===== src/rtl/shift_req_scheduler.sv =====
// shift_req_scheduler: round-robin sharing of one 8-bit barrel shifter among NREQ requesters
// Amounts 8..15 run as a 7-bit pass followed by a 1-bit pass.
module shift_req_scheduler #(
   parameter int NREQ = 4,
   parameter int IDW  = 2
) (
   input  logic              clk,
   input  logic              rst,
   input  logic [NREQ-1:0]   req_valid,
   output logic [NREQ-1:0]   req_ready,
   input  logic [8*NREQ-1:0] req_data,
   input  logic [4*NREQ-1:0] req_amt,
   input  logic [NREQ-1:0]   req_dir,
   input  logic [NREQ-1:0]   req_arith,
   output logic              rsp_valid,
   input  logic              rsp_ready,
   output logic [7:0]        rsp_data,
   output logic [IDW-1:0]    rsp_id,
   output logic [7:0]        bs_in,
   output logic [3:0]        bs_ctrl,
   output logic              bs_dir,
   output logic              bs_arith,
   input  logic [7:0]        bs_out
);
   localparam logic [1:0] IDLE  = 2'd0;
   localparam logic [1:0] EXEC1 = 2'd1;
   localparam logic [1:0] EXEC2 = 2'd2;
   localparam logic [1:0] RESP  = 2'd3;
   logic [1:0]     state;
   logic [IDW-1:0] rr_ptr, gnt_idx, op_id;
   logic [IDW:0]   sel;
   logic           gnt_found, exec;
   logic [7:0]     op_data;
   logic [3:0]     op_amt;
   logic           op_dir, op_arith;
   // first valid requester at or after rr_ptr, wrapping past NREQ-1
   always_comb begin
      gnt_found = 1'b0;
      gnt_idx = '0;
      sel = '0;
      for (int k = 0; k < NREQ; k++) begin
         sel = {1'b0, rr_ptr} + (IDW+1)'(k);
         sel = sel >= (IDW+1)'(NREQ) ? sel - (IDW+1)'(NREQ) : sel;
         if (!gnt_found && req_valid[sel[IDW-1:0]]) begin
            gnt_found = 1'b1;
            gnt_idx = sel[IDW-1:0];
         end
      end
   end
   assign exec      = state == EXEC1 || state == EXEC2;
   assign req_ready = (state == IDLE && gnt_found && !rst) ? NREQ'(1) << gnt_idx : '0;
   assign bs_in     = exec ? op_data : 8'd0;
   assign bs_ctrl   = state == EXEC1 ? (op_amt[3] ? 4'd7 : op_amt) : state == EXEC2 ? 4'd1 : 4'd0;
   assign bs_dir    = exec & op_dir;
   assign bs_arith  = exec & op_dir & op_arith;
   assign rsp_valid = state == RESP;
   assign rsp_data  = op_data;
   assign rsp_id    = op_id;
   always_ff @(posedge clk) begin
      if (rst) begin
         state    <= IDLE;
         rr_ptr   <= '0;
         op_data  <= '0;
         op_amt   <= '0;
         op_dir   <= 1'b0;
         op_arith <= 1'b0;
         op_id    <= '0;
      end else begin
         case (state)
            IDLE: if (gnt_found) begin
               op_data  <= req_data[8*gnt_idx +: 8];
               op_amt   <= req_amt[4*gnt_idx +: 4];
               op_dir   <= req_dir[gnt_idx];
               op_arith <= req_arith[gnt_idx];
               op_id    <= gnt_idx;
               rr_ptr   <= gnt_idx == IDW'(NREQ-1) ? '0 : gnt_idx + 1'b1;
               state    <= EXEC1;
            end
            EXEC1: begin
               op_data <= bs_out;
               state   <= op_amt[3] ? EXEC2 : RESP;
            end
            EXEC2: begin
               op_data <= bs_out;
               state   <= RESP;
            end
            default: if (rsp_ready) state <= IDLE;
         endcase
      end
   end
endmodule


===== config.mk =====
export PLATFORM = sky130hd
export DESIGN_NAME = shift_req_scheduler
export DESIGN_NICKNAME = d
export VERILOG_FILES = /design/src/rtl/shift_req_scheduler.sv
export SDC_FILE = /design/constraint.sdc
export NUM_CORES = 1
export LEC_CHECK = 0
export CORE_ASPECT_RATIO = 0.75
export CORE_MARGIN = 2
export CORE_UTILIZATION = 42
export CTS_BUF_LIST = sky130_fd_sc_hd__clkbuf_4 sky130_fd_sc_hd__clkbuf_8 sky130_fd_sc_hd__clkbuf_16
export DETAILED_ROUTE_END_ITERATION = 10
export GPL_ROUTABILITY_DRIVEN = 0
export GPL_TIMING_DRIVEN = 0
export PLACE_DENSITY = 0.86
export SYNTH_ARGS = -nofsm -noshare
export SYNTH_HDL_FRONTEND = slang
export SYNTH_SLANG_ARGS = --single-unit
export TNS_END_PERCENT = 10

===== constraint.sdc =====
create_clock -name clk -period 5.4 [get_ports clk]
set_clock_uncertainty 0.05 [all_clocks]
set_input_delay 0.81 -clock clk [delete_from_list [all_inputs] [get_ports clk]]
set_output_delay 0.81 -clock clk [all_outputs]
set_load 0.02 [all_outputs]

==> results by group, run 1 <==
Status
  • Status: finished clean

Power and ir drop
  • Internal power: 0.000764 W
  • Pwr/cell area: just under 500 mW/mm²
  • Psw: 0.000658 W
  • Sw frac: 46.3%
  • VDD IR max: 0.362 mV
  • Logic gate share of total power: a little over two thirds
  • Sequential Power Share: between 10% and 20%
  • Power share of the clock group: 11.0%
  • Leak Pwr: ~1.1 nW

Clock tree
  • CTS Buf Count: 3
  • # Post-CTS Setup Buffers: 0
  • Clk_lat worst skew: 0.27 ns
  • CTS tree: done
  • CTS max path bufs: 2
  • Clk Tree Root Cell: clkbuf_8
  • # resized after CTS: 0
  • Worst-path clk slew: 0.08 ns
  • H-tree depth: 1
  • CTS Sinks: 20
  • Hold_buf cts: 0

Timing
  • Slew headroom: 54.7%
  • Final setup vio count: 0
  • Measured slew at the worst slew-check pin: 0.677 ns
  • Final setup margin: 1.39 ns
  • RSZ-0062 raised after global routing: false
  • Max Slew Vio Count: 0
  • Hold Violations, Final: 0
  • FMAX: between 200 and 250 MHz
  • Fin crit period: 4.01 ns
  • Setup_tns: 0 ns
  • WHS: 0.413 ns
  • Tcrit/Tclk final: between 70% and 80%

Floorplanning
  • Die width: 78.8 µm
  • Starting Density: 43.7%
  • Row cnt: 20
  • Die area: 0.00473 mm²
  • Top Ports: 100
  • Core Area: between 0.004 and 0.005 mm²
  • Die Ht: 60.1 µm

Yosys
  • Yosys top cell area share: 22.7%
  • Seq/Total Area, Yosys: a little under a quarter
  • Syn Inst Count: 206
  • Top cells by count, synth: and2_1 (21), dfxtp_1 (20), mux2i_1 (19), nand2_1 (17), nand2b_1 (12)
  • Netlist cell types: 41
  • Top FF cell, synth: dfxtp_1
  • Most frequent cell after synthesis: and2_1
  • Yosys warnings: 0
  • Cell Area, Synth: 0.00176 mm²
  • Area leader, netlist: dfxtp_1
  • FFs w/ async S/R, synth: 0%
  • Yosys reg bits: 20
  • Mean Syn Cell Area: approximately 8.6 µm²
  • Post-synth EDFFs: 0
  • Syn nets: 286
  • Synth area leaders: dfxtp_1 (23%), mux2i_1 (11%), and2_1 (7.5%), ha_1 (6.4%), nand2b_1 (4.3%)

Critical path
  • Reg2reg setup slack: 2.97 ns
  • Crit Path Class: in -> out
  • Max FO, Critical Path: 11
  • CP max-delay cell: clkdlybuf4s50_1
  • Critical Path RT: around 4.5 ns
  • Worst EP arrival: 3.15 ns
  • WP buf/inv: 5
  • Slowest stage delay, CP: 0.60 ns
  • FF-to-FF Start: state[0]$_SDFFE_PP0P_
  • Reg2reg end: rsp_data[3]$_SDFFE_PP0P_
  • Cell mode on critical path: clkdlybuf4s50_1
  • Worst R2R Path Depth: 9
  • Crit path max-delay family: buffers and inverters
  • Critical Path Source Type: input port
  • CP cell instances: clkdlybuf4s50_1 -> nor2b_1 -> a221o_1 -> and2_4 -> buf_6 -> buf_8 -> inv_1 -> ha_1 -> and2_1 -> clkdlybuf4s50_1
  • Crit. End Element: output pin

Drt
  • Drt drc: 0
  • 1st-iter DRT viols: 85
  • Drt wl/cell: 15.8 µm
  • DR vias: 1961
  • TritonRoute pass-1 iters: 4
  • Routed Antenna Nets: 0
  • Post-Route WL: 5740 µm
  • Average vias per placed instance: 5.40

Placement
  • Placed insts: 359
  • Placed Instance Area: 0.00281 mm²
  • Setup WS pre-CTS: 1.38 ns
  • DP Wirelength: 4530 µm
  • Port Buf Inserts: 98

Layout
  • Fin cells: 363
  • Antenna cells: 0
  • Area growth, synth to finish: 63.6%
  • Share of cells above drive strength 1: roughly 7.1%
  • Fin nets: 389
  • Post-route cell area: 0.00288 mm²
  • Fillers: 332

GRT
  • Vias in the first global route: 1917
  • Global Route Usage Sum: 24.7%
  • Largest net degree at the start of global routing: 13
  • Remaining Overflow, GRT: 0
  • First-pass GRT wire length: 9120 µm
  • Number of antenna violations at the first check in global routing: 0

Min path
  • Hold Path Class: reg -> reg
  • Worst hold start: rsp_id[0]$_SDFFE_PP0P_
  • Worst hold path endpoint: rsp_id[0]$_SDFFE_PP0P_
  • Hold depth: 2

Flow run
  • Max-Cap Viols: 0
[state kept, by name (all words and copies together) (netlist names)]
register,flops
op_amt,4
op_arith,1
op_dir,1
rr_ptr,2
rsp_data,8
rsp_id,2
state,2
[layout by cell type (no fill, tap or decap), types with 6 or more instances in the layout]
cell / n
ha_1: 9
o21bai_1: 9
mux2i_1: 19
nand3b_1: 6
dfxtp_1: 20
a311oi_1: 8
a2111oi_0: 8
clkdlybuf4s50_1: 98
o41ai_1: 8
nor2_1: 8
a21oi_1: 8
and2_1: 21
nand2b_1: 12
nand2_1: 17
[metrics by stage]
step           util (%)  total power (W)
3_5_place_dp       69.8          0.00126
5_1_grt            71.6          0.00152
3_3_place_gp       69.8          0.00124
6_report           71.6          0.00142
2_1_floorplan         -         0.000907
4_1_cts            71.6          0.00142
[cell families after synthesis]
family | after synthesis | synth area share [%]
buffers and inverters | 18 | 6.04
multiplexers | 19 | 10.8
other | 1 | 0.213
AO/OA/AOI/OAI | 60 | 27.3
AND/OR/NAND/NOR | 79 | 26.5
flip-flops | 20 | 22.7
adder cells (fa/ha/maj) | 9 | 6.39
[power groups by stage]
stage	Clock [W]	Sequential, W	Combinational, W
floorplan	0	0.000287	0.000620
global placement	0	0.000261	0.000976
detailed placement	0	0.000265	0.000995
CTS	0.000158	0.000262	0.00100
global route	0.000164	0.000271	0.00109
finish	0.000156	0.000263	0.00100
[worst register-to-register path, delay by kind of cell (launching register included)]
family / cells / cell delay [ns]
buffers and inverters: 3 / 0.61
flip-flops: 1 / 0.39
AO/OA/AOI/OAI: 4 / 0.89
adder cells (fa/ha/maj): 1 / 0.30
AND/OR/NAND/NOR: 1 / 0.08
[how the worst max path moves through the flow]
| stage | from | to | slack (ns) | depth (start not counted) |
|---|---|---|---|---|
| after global routing | state[0]$_SDFFE_PP0P_ | bs_in[5] | 1.31 | 7 |
| after global placement | req_valid[1] | req_ready[1] | 1.40 | 10 |
| after CTS | req_valid[1] | req_ready[1] | 1.38 | 10 |
| final | req_valid[1] | req_ready[1] | 1.39 | 10 |
| after floorplan | req_valid[2] | req_ready[1] | 2.50 | 8 |
| after detailed placement | req_valid[1] | req_ready[1] | 1.38 | 10 |
[layer usage]
| metal | wire [µm] | up-vias | GRT usage [%] | part of all wire (%) |
|---|---|---|---|---|
| li1 | - | 978 | - | - |
| met1 | 2670 | 909 | 31.6 | 47 |
| met2 | 2700 | 70 | 44.8 | 47 |
| met3 | 302 | 4 | 3.47 | 5.3 |
| met4 | 57 | 0 | 5.26 | 0.99 |
| met5 | 0 | - | 0 | 0 |
[final cells by class]
| class | instances | area [µm²] | share of cell area (%) |
|---|---|---|---|
| timing repair buffer | 98 | 981 | 34.0 |
| inverter | 5 | 18.8 | 0.651 |
| buffer | 13 | 87.6 | 3.04 |
| clock buffer | 3 | 41.3 | 1.43 |
| tap | 55 | 68.8 | 2.39 |
| multi-input combinational | 168 | 1250 | 43.5 |
| sequential | 20 | 400 | 13.9 |
| clock inverter | 1 | 30.0 | 1.04 |
Note: power is estimated with default switching activity, not from simulation.
==> run 2: changes to the inputs <==
--- a/config.mk
+++ b/config.mk
@@ -7,12 +7,12 @@
 export LEC_CHECK = 0
 export CORE_ASPECT_RATIO = 0.75
 export CORE_MARGIN = 2
-export CORE_UTILIZATION = 42
+export CORE_UTILIZATION = 35
 export CTS_BUF_LIST = sky130_fd_sc_hd__clkbuf_4 sky130_fd_sc_hd__clkbuf_8 sky130_fd_sc_hd__clkbuf_16
 export DETAILED_ROUTE_END_ITERATION = 10
 export GPL_ROUTABILITY_DRIVEN = 0
 export GPL_TIMING_DRIVEN = 0
-export PLACE_DENSITY = 0.86
+export PLACE_DENSITY = 0.76
 export SYNTH_ARGS = -nofsm -noshare
 export SYNTH_HDL_FRONTEND = slang
 export SYNTH_SLANG_ARGS = --single-unit
==> constraint.sdc (replaced) <==
create_clock -name clk -period 3.4 [get_ports clk]
set_clock_uncertainty 0.05 [all_clocks]
set_input_delay 0.51 -clock clk [delete_from_list [all_inputs] [get_ports clk]]
set_output_delay 0.51 -clock clk [all_outputs]
set_load 0.02 [all_outputs]
==> results by group, run 2 (same netlist as run 1, synthesis figures left out) <==
Clock tree
  • # resized after CTS: 3
  • Clk Tree Root Cell: clkbuf_8
  • # Post-CTS Setup Buffers: 0
  • CTS max path bufs: 2
  • CTS Buf Count: 3
  • Clk_lat worst skew: 0.25 ns
  • CTS Sinks: 20
  • H-tree depth: 1
  • CTS tree: done
  • Hold_buf cts: 0
  • Worst-path clk slew: 0.07 ns

Drt
  • Post-Route WL: approximately 5500 µm
  • 1st-iter DRT viols: between 100 and 150
  • Drt drc: 0
  • DR vias: 1937
  • Average vias per placed instance: about 5.3
  • TritonRoute pass-1 iters: 4
  • Drt wl/cell: between 10 and 15 µm
  • Routed Antenna Nets: 0

Power and ir drop
  • Power share of the clock group: under 10%
  • Psw: ~0.0010 W
  • Internal power: 0.00113 W
  • Total power draw: 0.00214 W
  • Logic gate share of total power: 73.2%
  • Leak Pwr: 1.15 nW
  • Sw frac: between 40% and 50%
  • Pwr/cell area: 747 mW/mm²
  • Sequential Power Share: 19.5%
  • VDD IR max: between 0.5 and 0.6 mV

Critical path
  • FF-to-FF Start: state[0]$_SDFFE_PP0P_
  • Critical Path RT: 2.84 ns
  • Worst EP arrival: roughly 2.6 ns
  • Critical Path Source Type: register
  • Crit path from: state[0]$_SDFFE_PP0P_
  • Max FO, Critical Path: 19
  • Reg2reg setup slack: 0.99 ns
  • Crit. End Element: output pin
  • Crit Path Class: reg -> out
  • Reg2reg end: rsp_data[3]$_SDFFE_PP0P_
  • Worst R2R Path Depth: 9

GRT
  • Vias in the first global route: 1796
  • First-pass GRT wire length: 8570 µm
  • Global Route Usage Sum: a little under a fifth
  • Number of antenna violations at the first check in global routing: 0
  • Remaining Overflow, GRT: 0
  • Largest net degree at the start of global routing: 20

Min path
  • Hold Path Class: reg -> reg
  • Worst hold start: rsp_id[1]$_SDFFE_PP0P_
  • Hold depth: 2
  • Worst hold path endpoint: rsp_id[1]$_SDFFE_PP0P_

Timing
  • RSZ-0062 raised after global routing: false
  • Hold Violations, Final: 0
  • Measured slew at the worst slew-check pin: 0.643 ns
  • WHS: slightly above 0.4 ns
  • Tcrit/Tclk final: 93.3%
  • Slew headroom: a little under three fifths
  • Final setup vio count: 0
  • Final setup margin: 0.229 ns
  • Fin crit period: roughly 3.2 ns
  • FMAX: approximately 320 MHz
  • Max Slew Vio Count: 0

Layout
  • Area growth, synth to finish: 62.4%
  • Most common cell after layout, fill and taps aside: clkdlybuf4s50_1
  • Max FFs per register: 8
  • Multi-input logic area: 0.00125 mm²
  • Register area: 400 µm²
  • Fin nets: 388
  • Most frequent cells in the layout: clkdlybuf4s50_1 (93), and2_1 (21), dfxtp_1 (20)
  • Fillers: roughly 470
  • Antenna cells: 0
  • Share of cells above drive strength 1: 7.19%
  • Fin cells: 366

Floorplanning
  • Core Area: about 0.0049 mm²
  • Die area: 0.00562 mm²
  • Die width: 85.9 µm
  • Die Ht: 65.4 µm
  • Starting Density: 36.2%
  • Row cnt: 22
  • Top Ports: 100

Placement
  • Setup WS pre-CTS: -0.0449 ns
  • DP Wirelength: 4430 µm
  • Placed insts: 364
  • Port Buf Inserts: 98

Status
  • Status: finished clean

Flow run
  • Max-Cap Viols: 0
## run 2: layer usage
metal  wire length, µm  track usage [%]  share of wire (%)  up-vias
met5                 0                0                  0        -
met4                18             2.38               0.33        0
met1              2570             26.1                 47      901
li1                  -                -                  -      977
met2              2520             31.9                 46       57
met3               351             3.52                6.4        2
## run 2: worst max-delay path by stage
stage,to
after global placement,req_ready[1]
after floorplan,req_ready[1]
after CTS,req_ready[3]
after detailed placement,req_ready[0]
after global routing,bs_arith
final,bs_arith
## run 2: layout make-up
type	count	share of cell area [%]
well taps	60	2.62
clock buffers	3	1.44
inverters	5	0.656
flip-flops and latches	20	14.0
multi-input cells	168	43.9
plain buffers	12	2.97
repair buffers	98	34.5
## run 2: critical path, stage by stage, from the launching register on
cell and delay [ns]:
dfxtp_1 0.39, inv_1 0.09, ha_1 0.31, clkbuf_1 0.33, clkbuf_2 0.41, and3_1 0.22
clkdlybuf4s50_1 0.60
## run 2: power groups by stage
stage	Clock (W)	Combinational (W)	Sequential, W
after floorplan	0	0.000985	0.000456
after global placement	0	0.00156	0.000415
after detailed placement	0	0.00159	0.000421
after CTS	0.000163	0.00158	0.000416
after global routing	0.000167	0.00171	0.000431
final	0.000156	0.00157	0.000416
## run 2: metrics by stage
step	instance area (µm²)	utilization [%]	TNS, ns
CTS	2850	58.6	0
global route	2860	58.7	0
global placement	2820	57.8	-0.00291
floorplan	1760	-	0
detailed placement	2820	57.8	-0.153
finish	2860	58.7	0
